$ cat config.mk
export PLATFORM = sky130hd
export DESIGN_NAME = mux2_arbiter
export DESIGN_NICKNAME = d
export VERILOG_FILES = /design/src/rtl/mux2_arbiter_pkg.sv /design/src/rtl/mux2.sv /design/src/rtl/mux2_arbiter.sv
export SDC_FILE = /design/constraint.sdc
export NUM_CORES = 1
export LEC_CHECK = 0
export CAP_MARGIN = 30
export CORE_MARGIN = 10
export CORE_UTILIZATION = 34
export CTS_CLUSTER_DIAMETER = 30
export DETAILED_ROUTE_END_ITERATION = 6
export PLACE_DENSITY = 0.87
export SKIP_LAST_GASP = 1
export SLEW_MARGIN = 25
export SYNTH_ARGS = -nofsm -noshare
export SYNTH_HDL_FRONTEND = slang
export SYNTH_SLANG_ARGS = --single-unit
$ cat constraint.sdc
create_clock -name CLOCK -period 6.5 [get_ports CLOCK]
set_clock_uncertainty 0.15 [all_clocks]
set_input_delay 0.975 -clock CLOCK [delete_from_list [all_inputs] [get_ports CLOCK]]
set_output_delay 0.975 -clock CLOCK [all_outputs]
set_load 0.005 [all_outputs]
$ cat src/rtl/mux2_arbiter_pkg.sv
// Shared types and constants for the two-requester round-robin arbiter.
// Contents: FSM state encoding, mux select values, counter width helper.
package mux2_arbiter_pkg;

    typedef enum logic [1:0] {
        IDLE = 2'd0,
        OWN0 = 2'd1,
        OWN1 = 2'd2
    } state_t;

    localparam logic SEL_D0 = 1'b0;
    localparam logic SEL_D1 = 1'b1;

    // Hold counter width: enough to count up to max_hold, never zero bits.
    function automatic int cnt_width(input int max_hold);
        if (max_hold < 1) begin
            return 1;
        end
        return $clog2(max_hold + 1);
    endfunction

endpackage

$ cat src/rtl/mux2.sv
// Two-input N-bit data multiplexer.
// Ports: S select (0 = D0, 1 = D1), D0/D1 data inputs, Y muxed output.
module mux2
    import mux2_arbiter_pkg::*;
#(
    parameter int N = 32
) (
    input  logic         S,
    input  logic [N-1:0] D0,
    input  logic [N-1:0] D1,
    output logic [N-1:0] Y
);

    assign Y = (S == SEL_D1) ? D1 : D0;

endmodule

$ cat src/rtl/mux2_arbiter.sv
// Round-robin arbiter sharing one N-bit resource port between two masters.
// Ports: CLOCK, RESET (async, active high), REQ0/REQ1 requests,
//        D0/D1 requester data, DONE transaction end, GNT0/GNT1 grants,
//        S mux select, Y muxed data, VALID (an owner is driving Y).
module mux2_arbiter
    import mux2_arbiter_pkg::*;
#(
    parameter int N        = 32,
    parameter int MAX_HOLD = 16
) (
    input  logic         CLOCK,
    input  logic         RESET,
    input  logic         REQ0,
    input  logic         REQ1,
    input  logic [N-1:0] D0,
    input  logic [N-1:0] D1,
    input  logic         DONE,
    output logic         GNT0,
    output logic         GNT1,
    output logic         S,
    output logic [N-1:0] Y,
    output logic         VALID
);

    localparam int CW = cnt_width(MAX_HOLD);

    localparam logic TIMEOUT_EN = (MAX_HOLD != 0);

    // Value at which a contested owner is forced off.
    localparam logic [CW-1:0] CNT_LAST =
        (MAX_HOLD == 0) ? '0 : CW'(MAX_HOLD - 1);

    // Saturation point; the counter never wraps.
    localparam logic [CW-1:0] CNT_SAT =
        (MAX_HOLD == 0) ? '1 : CW'(MAX_HOLD);

    state_t        state_q;
    state_t        state_d;
    logic [CW-1:0] cnt_q;
    logic [CW-1:0] cnt_d;
    logic          gnt0_q;
    logic          gnt1_q;
    logic          s_q;
    logic          last_q;

    // Per-owner view of the request lines.
    logic   mine;
    logic   other;
    logic   forced;
    logic   rel;
    state_t self_st;
    state_t other_st;

    always_comb begin
        mine     = 1'b0;
        other    = 1'b0;
        self_st  = IDLE;
        other_st = IDLE;
        unique case (state_q)
            OWN0: begin
                mine     = REQ0;
                other    = REQ1;
                self_st  = OWN0;
                other_st = OWN1;
            end
            OWN1: begin
                mine     = REQ1;
                other    = REQ0;
                self_st  = OWN1;
                other_st = OWN0;
            end
            default: begin
                mine     = 1'b0;
                other    = 1'b0;
            end
        endcase
    end

    // DONE, abandon and timeout all collapse into one release event.
    assign forced = TIMEOUT_EN & other & (cnt_q == CNT_LAST);
    assign rel    = DONE | ~mine | forced;

    always_comb begin
        state_d = state_q;
        cnt_d   = cnt_q;
        unique case (state_q)
            IDLE: begin
                cnt_d = '0;
                if (REQ0 && REQ1) begin
                    // Tie goes to whoever did not own last.
                    state_d = last_q ? OWN0 : OWN1;
                end else if (REQ0) begin
                    state_d = OWN0;
                end else if (REQ1) begin
                    state_d = OWN1;
                end else begin
                    state_d = IDLE;
                end
            end
            OWN0, OWN1: begin
                if (rel) begin
                    cnt_d = '0;
                    if (other) begin
                        state_d = other_st;
                    end else if (mine) begin
                        state_d = self_st;
                    end else begin
                        state_d = IDLE;
                    end
                end else if (other && (cnt_q != CNT_SAT)) begin
                    cnt_d = cnt_q + 1'b1;
                end
            end
            default: begin
                state_d = IDLE;
                cnt_d   = '0;
            end
        endcase
    end

    // Grants, select and LAST are registered from the next state so
    // they change on the same edge as the state itself.
    always_ff @(posedge CLOCK or posedge RESET) begin
        if (RESET) begin
            state_q <= IDLE;
            cnt_q   <= '0;
            gnt0_q  <= 1'b0;
            gnt1_q  <= 1'b0;
            s_q     <= SEL_D0;
            last_q  <= 1'b1;
        end else begin
            state_q <= state_d;
            cnt_q   <= cnt_d;
            gnt0_q  <= (state_d == OWN0);
            gnt1_q  <= (state_d == OWN1);
            if (state_d == OWN0) begin
                s_q    <= SEL_D0;
                last_q <= 1'b0;
            end else if (state_d == OWN1) begin
                s_q    <= SEL_D1;
                last_q <= 1'b1;
            end
        end
    end

    assign GNT0  = gnt0_q;
    assign GNT1  = gnt1_q;
    assign S     = s_q;
    assign VALID = gnt0_q | gnt1_q;

    mux2 #(
        .N (N)
    ) u_mux (
        .S  (s_q),
        .D0 (D0),
        .D1 (D1),
        .Y  (Y)
    );

endmodule

==> impl_metrics.json, run 1 <==
{
  "syn-instance-count": 115,
  "power_frac_seq_pct": 19.3,
  "drt_iter0_drc": 32,
  "drc_errors": 0,
  "syn-num-nets": 194,
  "slew_headroom_pct": 71.2,
  "period_needed_ns": 3.24,
  "ys_top_cells_by_count": "mux2_2 (32), dfrtp_1 (10), ha_1 (10)",
  "ant_nets": 0,
  "diodes": 0,
  "grt.overflow.total": 0,
  "synth.most_common_cell": "mux2_2",
  "cp_max_fo": 1,
  "grt_max_degree": 35,
  "num_vias": 1229,
  "io_pins": 105,
  "powerDensity_nw_per_um2": 224,
  "clock-sinks": 11,
  "drive_above_1_share_pct": 18.8,
  "leakagePower_nw": 0.925,
  "n_fill_cell": 275,
  "synth_top_area_share_pct": 30.9,
  "critPathLaunchType": "input port",
  "post_cts_buffers": 0,
  "port_buffers": 104,
  "utilization_pct": 67.8,
  "synth.area.top_cells": "mux2_2 (31%), dfrtp_1 (21%), ha_1 (11%)",
  "ys_async_sr_fraction_pct": 100,
  "tightestPinTransition_ns": 0.428,
  "ctsRootBufferMaster": "clkbuf_4",
  "p_int_mw": 0.331,
  "min_path_type": "register to register",
  "ys.warnings.count": 0,
  "areaGrowthSynthToFinish_pct": 93.8,
  "ys_ff_latch": 11,
  "routed_wl_um": 4700,
  "cts.repair.resized": 0,
  "power_mw": 0.508,
  "num-nets-final": 298,
  "tns_ns": 0,
  "place_hpwl_um": 4200,
  "die_y_um": 78.6,
  "clk_path_buf_depth": 2,
  "hold_viol": 0,
  "grt_pass1_vias": 1329,
  "drv_slew": 0,
  "p_switching_mw": 0.176,
  "rr_worst_depth": 9,
  "outcome": "finished, final reports clean",
  "insertion_delay_ns": 0.26,
  "h-tree-depth": 1,
  "p_sw_share_pct": 34.7,
  "netlist_area_sq_um": 1170,
  "maxCapViolations": 0,
  "cts_tree": "built",
  "crit_path_end_kind": "output port",
  "dr.pass1.iters": 3,
  "place_ws_ns": 3.25,
  "synth-edff-count": 0,
  "yosysSeqAreaShare_pct": 23.7,
  "coreArea_sq_um": 3340,
  "p_clk_share_pct": 8.5,
  "whs_path_depth": 2,
  "setup_viol": 0,
  "ff2ff_setup_slack_ns": 3.91,
  "place_congestion": 0.806,
  "wl_per_cell_um": 17.8,
  "synth_cell_types": 36,
  "fin_crit_sh_pct": 49.8,
  "hp-start": "last_q",
  "crit_required_ns": 5.37,
  "dieWidth_um": 78.6,
  "rr_endpoint": "last_q",
  "viasPerCell": 4.66,
  "track_usage_pct": 14.5,
  "peakVddDrop_mv": 0.0873,
  "antenna_found_initial": 0,
  "ys.flop_type": "dfrtp_1",
  "cp.arrival_ns": 2.11,
  "syn_area_per_cell_sq_um": 10.2,
  "initial_core_util_pct": 35.0,
  "cts_buffers": 3,
  "rsz0062_at_grt": "no",
  "setup_slack_ns": 3.26,
  "whs_endpoint": "last_q",
  "grt_pass1_wl_um": 7130,
  "netlist.top_cell.by_area": "mux2_2",
  "clkTransAtPathRegs_ns": 0.07,
  "fmax_ghz": 0.309,
  "whs_ns": 0.364,
  "comb_power_share_pct": 72.2,
  "dieArea_sq_um": 6180,
  "worstSetupPathType": "input port to output port",
  "hold_buffers": 0,
  "r2r-start": "cnt_q[1]",
  "num_rows": 21
}
routing by layer:
layer | vias up | share of wire (%) | global-route usage, %
met5 | - | 0 | 0
met1 | 564 | 35 | 14.8
met2 | 41 | 57 | 28.5
li1 | 622 | - | -
met4 | 0 | 0.57 | 2.69
met3 | 2 | 6.6 | 4.21
worst max-delay path, cell delays in order:
cell and delay (ns):
clkdlybuf4s50_1 0.40, mux2_2 0.26, clkdlybuf4s50_1 0.48
placed cells by master (no fill, tap or decap), drive strengths merged, types with 2 or more instances in the layout:
master | Yosys | layout
a21oi | 4 | 4
a22oi | 2 | 2
clkbuf | 2 | 4
clkdlybuf4s50 | 0 | 104
dfrtp | 10 | 10
ha | 10 | 10
inv | 9 | 9
mux2 | 32 | 32
mux2i | 4 | 4
nand2 | 5 | 5
nand2b | 2 | 2
nand3 | 3 | 3
nor2 | 5 | 5
o21ai | 5 | 5
worst max path at each step:
stage,end,startpoint,slack [ns]
final,Y[3],D0[3],3.26
after detailed placement,last_q,REQ0,3.25
after global routing,Y[11],D0[11],3.22
after floorplan,S,REQ1,3.90
after CTS,Y[3],D0[3],3.25
after global placement,Y[15],D1[15],3.25
registers in the layout (all words and copies together), names as in the netlist:
signal,flops
last_q,1
GNT0,1
S,1
state_q,2
GNT1,1
cnt_q,5
power groups by stage:
stage	registers [mW]	clock network, mW	logic (mW)
floorplan	0.0964	0	0.195
global placement	0.0977	0	0.364
detailed placement	0.0987	0	0.368
CTS	0.0976	0.0435	0.371
global route	0.100	0.0491	0.398
finish	0.0979	0.0433	0.366
layout make-up:
class / count / area (sq um) / area share, %
tap: 46 / 57.6 / 2.54
sequential: 11 / 277 / 12.2
multi-input combinational: 89 / 820 / 36.2
timing repair buffer: 105 / 1050 / 46.3
clock buffer: 4 / 26.3 / 1.16
inverter: 9 / 33.8 / 1.49
logic make-up after synthesis:
logic type | Yosys count | synth area share, %
compound gates | 20 | 14.5
buf+inv | 15 | 6.11
flops | 11 | 23.7
fa+ha+maj | 10 | 10.7
mux | 36 | 34.3
simple gates | 23 | 10.7
through the flow:
stage | cells | area (sq um)
3_5_place_dp | 260 | 2240
4_1_cts | 264 | 2260
5_1_grt | 264 | 2260
6_report | 264 | 2260
2_1_floorplan | 115 | 1170
3_3_place_gp | 260 | 2240
(Power assumes the default switching activity.)
==> run 2, diff against run 1 <==
Settings changed: CORE_UTILIZATION 34 to 31, PLACE_DENSITY 0.87 to 0.8.
Clock period 6.5 ns to 3.3 ns, I/O delays scaled along.
==> impl_metrics.json, run 2 (same netlist as run 1, synthesis figures left out) <==
{
  "post_cts_buffers": 0,
  "peakVddDrop_mv": 0.168,
  "cp_max_fo": 8,
  "whs_path_depth": 2,
  "initial_core_util_pct": 31.9,
  "grt_max_degree": 35,
  "crit_required_ns": 3.31,
  "io_pins": 105,
  "leakagePower_nw": 0.932,
  "period_needed_ns": 2.49,
  "cts_tree": "built",
  "die_y_um": 81.4,
  "layout_commonest_cell": "clkdlybuf4s50_1",
  "wl_met2_um": 2410,
  "wl_met3_um": 507,
  "port_buffers": 104,
  "place_ws_ns": 0.595,
  "critPathLaunchType": "input port",
  "place_congestion": 0.763,
  "viasPerCell": 4.76,
  "rr_worst_depth": 9,
  "ff2ff_setup_slack_ns": 0.82,
  "areaGrowthSynthToFinish_pct": 95.6,
  "fmax_ghz": 0.402,
  "dr.pass1.iters": 4,
  "drt_iter0_drc": 28,
  "maxCapViolations": 0,
  "drc_errors": 0,
  "antenna_found_initial": 0,
  "regMostFlops": "cnt_q",
  "drive_above_1_share_pct": 18.8,
  "rr_endpoint": "S",
  "r2r-start": "cnt_q[1]",
  "final_cell_mix": "clkdlybuf4s50_1 (104), mux2_2 (32), dfrtp_1 (10), ha_1 (10), inv_1 (9)",
  "routed_wl_um": 4580,
  "coreArea_sq_um": 3660,
  "cp.arrival_ns": 2.49,
  "ctsRootBufferMaster": "clkbuf_8",
  "power_mw": 1.04,
  "tns_ns": 0,
  "h-tree-depth": 1,
  "n_fill_cell": 309,
  "tightestPinTransition_ns": 0.456,
  "num_vias": 1266,
  "rsz0062_at_grt": "no",
  "worstSetupPathType": "input port to register",
  "clk_path_buf_depth": 2,
  "num_rows": 22,
  "clock-sinks": 11,
  "crit_path_end_kind": "register",
  "fin_crit_sh_pct": 75.4,
  "cts_buffers": 3,
  "grt_pass1_vias": 1376,
  "reg_top3": "cnt_q (5), state_q (2)",
  "cts.repair.resized": 0,
  "min_path_type": "register to register",
  "powerDensity_nw_per_um2": 457,
  "drv_slew": 0,
  "hold_viol": 0,
  "grt_pass1_wl_um": 6890,
  "largest_reg_flops": 5,
  "diodes": 0,
  "clkTransAtPathRegs_ns": 0.05,
  "num-nets-final": 298,
  "dieArea_sq_um": 6620,
  "outcome": "finished, final reports clean",
  "hold_buffers": 0,
  "hp-start": "last_q",
  "setup_viol": 0,
  "whs_endpoint": "last_q",
  "m1WireLength_um": 1590,
  "insertion_delay_ns": 0.23,
  "setup_slack_ns": 0.812,
  "dieWidth_um": 81.4,
  "track_usage_pct": 13.4,
  "wl_per_cell_um": 17.2,
  "ant_nets": 0,
  "grt.overflow.total": 0,
  "slew_headroom_pct": 69.3,
  "top_layer_used": "met4",
  "place_hpwl_um": 4020
}
[run 2: cell types whose count changed in the layout (fill, tap and decap cells not counted)]
cell,previous run,this run
clkbuf_4,3,0
clkbuf_8,0,3
[run 2: worst max path at each step]
stage / depth (start not counted) / from / slack (ns) / end
finish: 7 / REQ0 / 0.81 / S
global placement: 7 / REQ0 / 0.63 / S
global route: 9 / cnt_q[1] / 0.55 / S
CTS: 9 / cnt_q[1] / 0.81 / S
floorplan: 9 / cnt_q[0] / 0.97 / S
detailed placement: 7 / REQ0 / 0.60 / S
[run 2: worst max-delay path, stage by stage]
cell             delay, ns
clkdlybuf4s50_1       0.57
a22oi_4               0.37
o211ai_4              0.12
o221a_4               0.13
o31a_1                0.30
ha_1                  0.33
mux2i_1               0.19
[run 2: metrics by stage]
step	util (%)	hold slack, ns	cells	cell area [sq um]
2_1_floorplan	-	0.197	115	1170
3_5_place_dp	61.1	0.339	262	2240
3_3_place_gp	61.1	0.338	262	2240
4_1_cts	62.4	0.346	266	2280
6_report	62.4	0.345	266	2280
5_1_grt	62.4	0.361	266	2280
[run 2: power breakdown]
group	leakage, nW	switching [mW]	internal [mW]
sequential	0.142	0.0215	0.171
clock	0.0228	0.0445	0.0843
combinational	0.767	0.287	0.436
[run 2: per-layer routing]
layer,track usage [%],vias to the layer above
met3,6.62,7
met5,0,-
met2,23.2,61
li1,-,622
met4,5.02,0
met1,13.7,576
[run 2: cell type report]
class | instances | area (sq um) | area share, %
clock buffers | 4 | 45.0 | 1.97
inverters | 9 | 33.8 | 1.48
multi-input cells | 89 | 820 | 35.9
flip-flops and latches | 11 | 277 | 12.1
well taps | 48 | 60.1 | 2.63
repair buffers | 105 | 1050 | 45.9
